`src/rtl/spi_regfile_pkg.sv`:
```
// Shared types and frame constants for the SPI register-file peripheral.
package spi_regfile_pkg;

  typedef enum logic [1:0] {
    ST_IDLE,
    ST_HDR,
    ST_DATA,
    ST_DRAIN
  } spi_state_e;

  localparam int SPI_ADDR_W   = 7;
  localparam int SPI_HDR_BITS = 8;
  // W is the first bit on the wire, so it lands in the MSB of the shifted-in header byte
  localparam int SPI_W_BIT    = SPI_HDR_BITS - 1;

endpackage

```
`src/rtl/spi_sync_edge.sv`:
```
// Multi-stage synchroniser for an asynchronous pin, with registered level and
// one-cycle rise/fall pulses all aligned SYNC_STAGES+1 clocks after the pin edge.
module spi_sync_edge #(
  parameter int   SYNC_STAGES = 2,
  parameter logic RST_VAL     = 1'b0
) (
  input  logic clk,
  input  logic rst,
  input  logic din,
  output logic lvl,
  output logic rise,
  output logic fall
);

  logic [SYNC_STAGES-1:0] sync_q, sync_d;
  logic lvl_q, lvl_d;
  logic rise_q, rise_d;
  logic fall_q, fall_d;

  always_comb begin
    sync_d = {sync_q[SYNC_STAGES-2:0], din};
    lvl_d  = sync_q[SYNC_STAGES-1];
    rise_d = sync_q[SYNC_STAGES-1] & ~lvl_q;
    fall_d = ~sync_q[SYNC_STAGES-1] & lvl_q;
  end

  always_ff @(posedge clk) begin
    if (rst) begin
      sync_q <= {SYNC_STAGES{RST_VAL}};
      lvl_q  <= RST_VAL;
      rise_q <= 1'b0;
      fall_q <= 1'b0;
    end else begin
      sync_q <= sync_d;
      lvl_q  <= lvl_d;
      rise_q <= rise_d;
      fall_q <= fall_d;
    end
  end

  assign lvl  = lvl_q;
  assign rise = rise_q;
  assign fall = fall_q;

endmodule

```
`src/rtl/spi_regfile_periph.sv`:
```
// SPI mode-0 register-file peripheral: header (W + 7-bit address) then DATA_W-bit words.
// Build option: define SPI_BURST_EN for multi-word frames with address auto-increment.
//
// state    | meaning
// ---------+-----------------------------------------------------------
// ST_IDLE  | nCS high, waiting for frame start
// ST_HDR   | shifting in W bit and 7-bit address
// ST_DATA  | shifting data words in (write) / out (read)
// ST_DRAIN | frame finished or invalidated; ignore SCLK until nCS rises
module spi_regfile_periph
  import spi_regfile_pkg::*;
#(
  parameter int NUM_REGS    = 9,
  parameter int DATA_W      = 8,
  parameter int SYNC_STAGES = 2
) (
  input  logic                       clk,
  input  logic                       rst,
  input  logic                       nCS,
  input  logic                       SCLK,
  input  logic                       COPI,
  output logic                       CIPO,
  output logic                       CIPO_oe,
  output logic [NUM_REGS*DATA_W-1:0] regs,
  output logic [NUM_REGS-1:0]        wr_stb,
  output logic                       err
);

  localparam int CNT_W = 6;

  logic ncs_lvl, ncs_rise, ncs_fall_unused;
  logic sclk_lvl_unused, sclk_rise, sclk_fall;
  logic copi_lvl, copi_rise_unused, copi_fall_unused;

  spi_sync_edge #(.SYNC_STAGES(SYNC_STAGES), .RST_VAL(1'b1)) u_sync_ncs (
    .clk(clk), .rst(rst), .din(nCS),
    .lvl(ncs_lvl), .rise(ncs_rise), .fall(ncs_fall_unused)
  );

  spi_sync_edge #(.SYNC_STAGES(SYNC_STAGES), .RST_VAL(1'b0)) u_sync_sclk (
    .clk(clk), .rst(rst), .din(SCLK),
    .lvl(sclk_lvl_unused), .rise(sclk_rise), .fall(sclk_fall)
  );

  spi_sync_edge #(.SYNC_STAGES(SYNC_STAGES), .RST_VAL(1'b0)) u_sync_copi (
    .clk(clk), .rst(rst), .din(COPI),
    .lvl(copi_lvl), .rise(copi_rise_unused), .fall(copi_fall_unused)
  );

  spi_state_e             state_q, state_d;
  logic [CNT_W-1:0]       bit_cnt_q, bit_cnt_d;
  logic [DATA_W-2:0]      rx_q, rx_d;
  logic [DATA_W-1:0]      tx_q, tx_d;
  logic [SPI_ADDR_W-1:0]  addr_q, addr_d;
  logic                   wr_q, wr_d;
  logic                   cipo_q, cipo_d;
  logic                   cipo_oe_q, cipo_oe_d;
  logic [NUM_REGS-1:0]    wr_stb_q, wr_stb_d;
  logic                   err_q, err_d;
  logic [DATA_W-1:0]      regs_q [NUM_REGS];
  logic [DATA_W-1:0]      regs_d [NUM_REGS];

  logic [DATA_W-1:0]       word;
  logic [SPI_HDR_BITS-1:0] hdr;
  logic [DATA_W-1:0]       ld;
  logic                    ld_en;

  function automatic logic addr_ok(input logic [SPI_ADDR_W-1:0] a);
    return ({1'b0, a} < 8'(NUM_REGS));
  endfunction

  function automatic logic [DATA_W-1:0] rd_word(input logic [SPI_ADDR_W-1:0] a);
    logic [DATA_W-1:0] r;
    r = '0;
    for (int k = 0; k < NUM_REGS; k++) begin
      if (a == SPI_ADDR_W'(k)) r = regs_q[k];
    end
    return r;
  endfunction

  always_comb begin
    state_d   = state_q;
    bit_cnt_d = bit_cnt_q;
    rx_d      = rx_q;
    tx_d      = tx_q;
    addr_d    = addr_q;
    wr_d      = wr_q;
    cipo_d    = cipo_q;
    cipo_oe_d = ~ncs_lvl;
    wr_stb_d  = '0;
    err_d     = 1'b0;
    regs_d    = regs_q;
    ld        = '0;
    ld_en     = 1'b0;
    word      = {rx_q, copi_lvl};
    hdr       = word[SPI_HDR_BITS-1:0];

    case (state_q)
      ST_IDLE: begin
        cipo_d    = 1'b0;
        bit_cnt_d = '0;
        if (!ncs_lvl) state_d = ST_HDR;
      end

      ST_HDR: begin
        if (sclk_rise) begin
          rx_d = word[DATA_W-2:0];
          if (bit_cnt_q == CNT_W'(SPI_HDR_BITS - 1)) begin
            wr_d      = hdr[SPI_W_BIT];
            addr_d    = hdr[SPI_ADDR_W-1:0];
            bit_cnt_d = '0;
            state_d   = ST_DATA;
            ld_en     = 1'b1;
            ld        = hdr[SPI_W_BIT] ? '0 : rd_word(hdr[SPI_ADDR_W-1:0]);
          end else begin
            bit_cnt_d = bit_cnt_q + 1'b1;
          end
        end
      end

      ST_DATA: begin
        if (sclk_rise) begin
          rx_d = word[DATA_W-2:0];
          if (bit_cnt_q == CNT_W'(DATA_W - 1)) begin
            bit_cnt_d = '0;
            if (!addr_ok(addr_q)) begin
              err_d = 1'b1;
            end else if (wr_q) begin
              for (int k = 0; k < NUM_REGS; k++) begin
                if (addr_q == SPI_ADDR_W'(k)) begin
                  regs_d[k]   = word;
                  wr_stb_d[k] = 1'b1;
                end
              end
            end
`ifdef SPI_BURST_EN
            addr_d = addr_q + 1'b1;
            ld_en  = 1'b1;
            ld     = wr_q ? '0 : rd_word(addr_q + 1'b1);
`else
            state_d = ST_DRAIN;
            cipo_d  = 1'b0;
            tx_d    = '0;
`endif
          end else begin
            bit_cnt_d = bit_cnt_q + 1'b1;
          end
        end else if (sclk_fall && bit_cnt_q != '0) begin
          // The first bit of a word is presented at load time, so the falling
          // edge right after a word boundary must not advance the shifter.
          cipo_d = tx_q[DATA_W-1];
          tx_d   = {tx_q[DATA_W-2:0], 1'b0};
        end
      end

      ST_DRAIN: begin
        cipo_d = 1'b0;
      end

      default: state_d = ST_IDLE;
    endcase

    if (ld_en) begin
      cipo_d = ld[DATA_W-1];
      tx_d   = {ld[DATA_W-2:0], 1'b0};
    end

    // A word completing on the same cycle still commits above; only then close the frame.
    if (ncs_rise) begin
      state_d = ST_IDLE;
      cipo_d  = 1'b0;
    end
  end

  always_ff @(posedge clk) begin
    if (rst) begin
      // A frame cut by reset must not be decoded from its middle.
      state_q   <= nCS ? ST_IDLE : ST_DRAIN;
      bit_cnt_q <= '0;
      rx_q      <= '0;
      tx_q      <= '0;
      addr_q    <= '0;
      wr_q      <= 1'b0;
      cipo_q    <= 1'b0;
      cipo_oe_q <= 1'b0;
      wr_stb_q  <= '0;
      err_q     <= 1'b0;
      regs_q    <= '{default: '0};
    end else begin
      state_q   <= state_d;
      bit_cnt_q <= bit_cnt_d;
      rx_q      <= rx_d;
      tx_q      <= tx_d;
      addr_q    <= addr_d;
      wr_q      <= wr_d;
      cipo_q    <= cipo_d;
      cipo_oe_q <= cipo_oe_d;
      wr_stb_q  <= wr_stb_d;
      err_q     <= err_d;
      regs_q    <= regs_d;
    end
  end

  always_comb begin
    regs = '0;
    for (int k = 0; k < NUM_REGS; k++) begin
      regs[k*DATA_W +: DATA_W] = regs_q[k];
    end
  end

  assign CIPO    = cipo_q;
  assign CIPO_oe = cipo_oe_q;
  assign wr_stb  = wr_stb_q;
  assign err     = err_q;

endmodule
```
`config.mk`:
```
export PLATFORM = sky130hd
export DESIGN_NAME = spi_regfile_periph
export DESIGN_NICKNAME = d
export VERILOG_FILES = /design/src/rtl/spi_regfile_pkg.sv /design/src/rtl/spi_sync_edge.sv /design/src/rtl/spi_regfile_periph.sv
export SDC_FILE = /design/constraint.sdc
export NUM_CORES = 1
export LEC_CHECK = 0
export ABC_AREA = 0
export CORE_AREA = 2 2 128 130
export CTS_BUF_LIST = sky130_fd_sc_hd__clkbuf_2
export DETAILED_ROUTE_END_ITERATION = 8
export DIE_AREA = 0 0 130 132
export SYNTH_ARGS = -nofsm -noshare
export SYNTH_HDL_FRONTEND = slang
export SYNTH_SLANG_ARGS = --single-unit
```
`constraint.sdc`:
```
create_clock -name clk -period 1.89 [get_ports clk]
set_input_delay 0.2835 -clock clk [delete_from_list [all_inputs] [get_ports clk]]
set_output_delay 0.2835 -clock clk [all_outputs]
set_load 0.005 [all_outputs]
```
==> metrics.md <==
| Metric | Value |
|---|---|
| Vias per std cell | `5.09` |
| CP startpoint | `rx_q[1]` |
| Residual DRC count | `0` |
| GPL Wtd Cong | `0.887` |
| Core Region | `15700 um^2` |
| Flops & latches, synth | `126` |
| Crit path max fanout | `9` |
| Clock Sinks | `126` |
| Detailed placer's ending HPWL | `12200 um` |
| CP endpoint kind | `flop` |
| Largest cells by area after synthesis | `dfxtp_1 45%, mux2i_1 12%, nand2_1 5.0%` |
| Slew @ Worst Pin | `0.574 ns` |
| Synth-to-Final Area Change | `47.2%` |
| Layout cells sized above 1 | `36.6%` |
| Antenna diode instance count | `0` |
| Hold Crit Class | `in -> reg` |
| Post-DR wirelength/cell | `17.6 um` |
| Total Nets Final | `816` |
| Slew Limit Fails | `0` |
| Mean Syn Cell Area | `9.04 um^2` |
| First-pass GRT wire length | `28200 um` |
| Status | `completed` |
| Sequential area share after synthesis | `46.6%` |
| Synth area leader | `dfxtp_1` |
| Total CTS buffers | `17` |
| Reg2reg end | `tx_q[5]` |
| Clock tree buffer depth | `2` |
| Die height | `132 um` |
| Worst R2R Setup Slack | `0.03 ns` |
| Final setup viols | `0` |
| Clk_lat worst skew | `0.72 ns` |
| Syn Inst Count | `604` |
| DIE WIDTH | `130 um` |
| Grt total ovfl | `0` |
| Worst Setup EP | `tx_q[5]` |
| Power Dens Cells | `616 nW/um^2` |
| Clock Skews | `0.0349 ns` |
| Total Power | `4950 uW` |
| Number of global-route vias before repair | `5275` |
| Hold Slack | `0.134 ns` |
| Hold Fails Final Rpt | `0` |
| Tmin final | `1.86 ns` |
| DRT antenna net count | `0` |
| Row Count | `46` |
| CTS tree | `done` |
| Main synth FF type | `dfxtp_1` |
| Mapped Area | `5460 um^2` |
| Async set or reset register ratio after synthesis | `0%` |
| RSZ-0062 raised after global routing | `yes` |
| Peak Freq | `537 MHz` |
| Buffers on Ports | `88` |
| Largest net degree at the start of global routing | `39` |
| Distinct cells, synth | `55` |
| DP Worst Slack | `-0.259 ns` |
| Final Non-Filler Cells | `1035` |
| Iter 0 DRT Violations | `325` |
| Clock-pin slew on the worst setup and hold paths | `0.18 ns` |
| WL final | `18200 um` |
| Critical path launch point type | `flop` |
| Initial antenna violation count | `0` |
| Die area | `17200 um^2` |
| Initial Util | `34.8%` |
| Crit Reg-Reg Startpoint | `rx_q[1]` |
| Slew margin rel. | `61.4%` |
| Inst Count DP | `927` |
| Design area | `8040 um^2` |
| Leakage power figure | `0.00378 uW` |
| I/O pin cnt | `89` |
| Syn nets | `614` |
| CP Data Required Time | `2.54 ns` |
| Count leader, synth | `dfxtp_1` |
| Global Route Usage Sum | `21.5%` |
| Top cell type's share of synthesized area | `45.5%` |
| Period utilization | `98.5%` |
| Reg2Reg Depth | `6` |
| Routed vias | `5273` |
| Area post-placement | `7000 um^2` |
| Final WS setup | `0.0279 ns` |
| Post-synth EDFFs | `2` |
| CTS root buf | `clkbuf_2` |
| Top cells by count, synth | `124 x dfxtp_1, 73 x nand2_1, 71 x nor2_1` |
| Synth warn | `0` |
| First drt pass iteration count | `5` |
| H-Tree Depth | `4` |
| Setup CP Type | `reg -> reg` |
| VDD IR max | `0.000339 V` |
| Hold path depth | `2` |
| CP arrival | `2.51 ns` |
| Max-cap viol count | `0` |
==> power by group <==
group | internal [uW] | switching, uW
clock network | 741 | 1020
registers | 2700 | 25.2
logic | 207 | 254
==> what timing repair did <==
item | CTS | global route
buffers inserted | 71 | 4
hold buffers | 1 | 0
hold endpoints to repair | 14 | 0
cloned | 0 | 0
endpoints found under the setup margin | 112 | 85
gates resized for setup | 163 | 44
pin swaps | 2 | 5
==> stage by stage <==
| step | setup TNS [ns] | utilization [%] |
|---|---|---|
| 3_5_place_dp | -1.10 | 44.6 |
| 3_3_place_gp | -1.03 | 44.6 |
| 6_report | 0 | 51.2 |
| 5_1_grt | -0.614 | 51.2 |
| 4_1_cts | 0 | 49.8 |
| 2_1_floorplan | 0 | - |
==> how the worst min path moves through the flow <==
| stage | end | from | slack [ns] |
|---|---|---|---|
| after floorplan | u_sync_sclk.rise | u_sync_sclk.lvl | 0.38 |
| after global placement | u_sync_sclk.rise | u_sync_sclk.lvl | 0.39 |
| after detailed placement | u_sync_sclk.rise | u_sync_sclk.lvl | 0.40 |
| after CTS | u_sync_copi.sync_q[0] | COPI | 0.07 |
| after global routing | u_sync_copi.sync_q[0] | COPI | 0.08 |
| final | u_sync_copi.sync_q[0] | COPI | 0.13 |
==> area by class of cell <==
type	instances	area, um^2
fill	1481	7670
multi-input combinational	414	2840
sequential	126	2660
timing repair buffer	229	1960
tap	216	270
clock inverter	12	145
clock buffer	20	100
inverter	18	67.6
==> kinds of logic after synthesis <==
logic type	count (synthesis)	share of synthesized area, %
DFF	126	46.6
and+or+nand+nor	232	21.6
adders and majority gates	5	1.15
AOI/OAI and AO/OA	108	12.6
muxes	69	13.6
buffers and inverters	64	4.47
==> flip-flops by register name, indices dropped and copies added, names as in the netlist, 2 cells and up <==
signal,count
regs,72
wr_stb,9
addr_q,7
rx_q,7
tx_q,7
bit_cnt_q,6
state_q,2
u_sync_copi.sync_q,2
u_sync_ncs.sync_q,2
u_sync_sclk.sync_q,2
==> placed cells by master (no fill, tap or decap), drive strengths merged, types with 5 or more instances in the layout <==
cell type and count:
a21oi 37, a221oi 6, a22oi 5, a31oi 5
and2 7, and3 6, buf 141, clkbuf 20
clkdlybuf4s50 5, clkinv 7, dfxtp 124, dlygate4sd2 73
dlymetal6s2s 9, ha 5, inv 18, mux2i 63
nand2 73, nand2b 7, nand3 5, nand4 6
nor2 71, nor2b 17, nor3 10, nor4 7
nor4b 5, o21ai 21, o22ai 8
==> worst max-delay path, stage by stage (launching register included) <==
cell	delay (ns)
dfxtp_2	0.53
buf_4	0.19
nor2b_1	0.27
a22oi_1	0.12
o21ai_0	0.37
a31oi_2	0.18
o22ai_1	0.14
==> metal layers <==
layer | share of wire, % | wire length, um | global-route usage, %
met1 | 44 | 8050 | 28.1
met2 | 47 | 8570 | 34.0
met3 | 5.8 | 1050 | 4.50
met4 | 3.1 | 564 | 9.38
met5 | 0 | 0 | 0
Power figures use the tool's default switching activity.
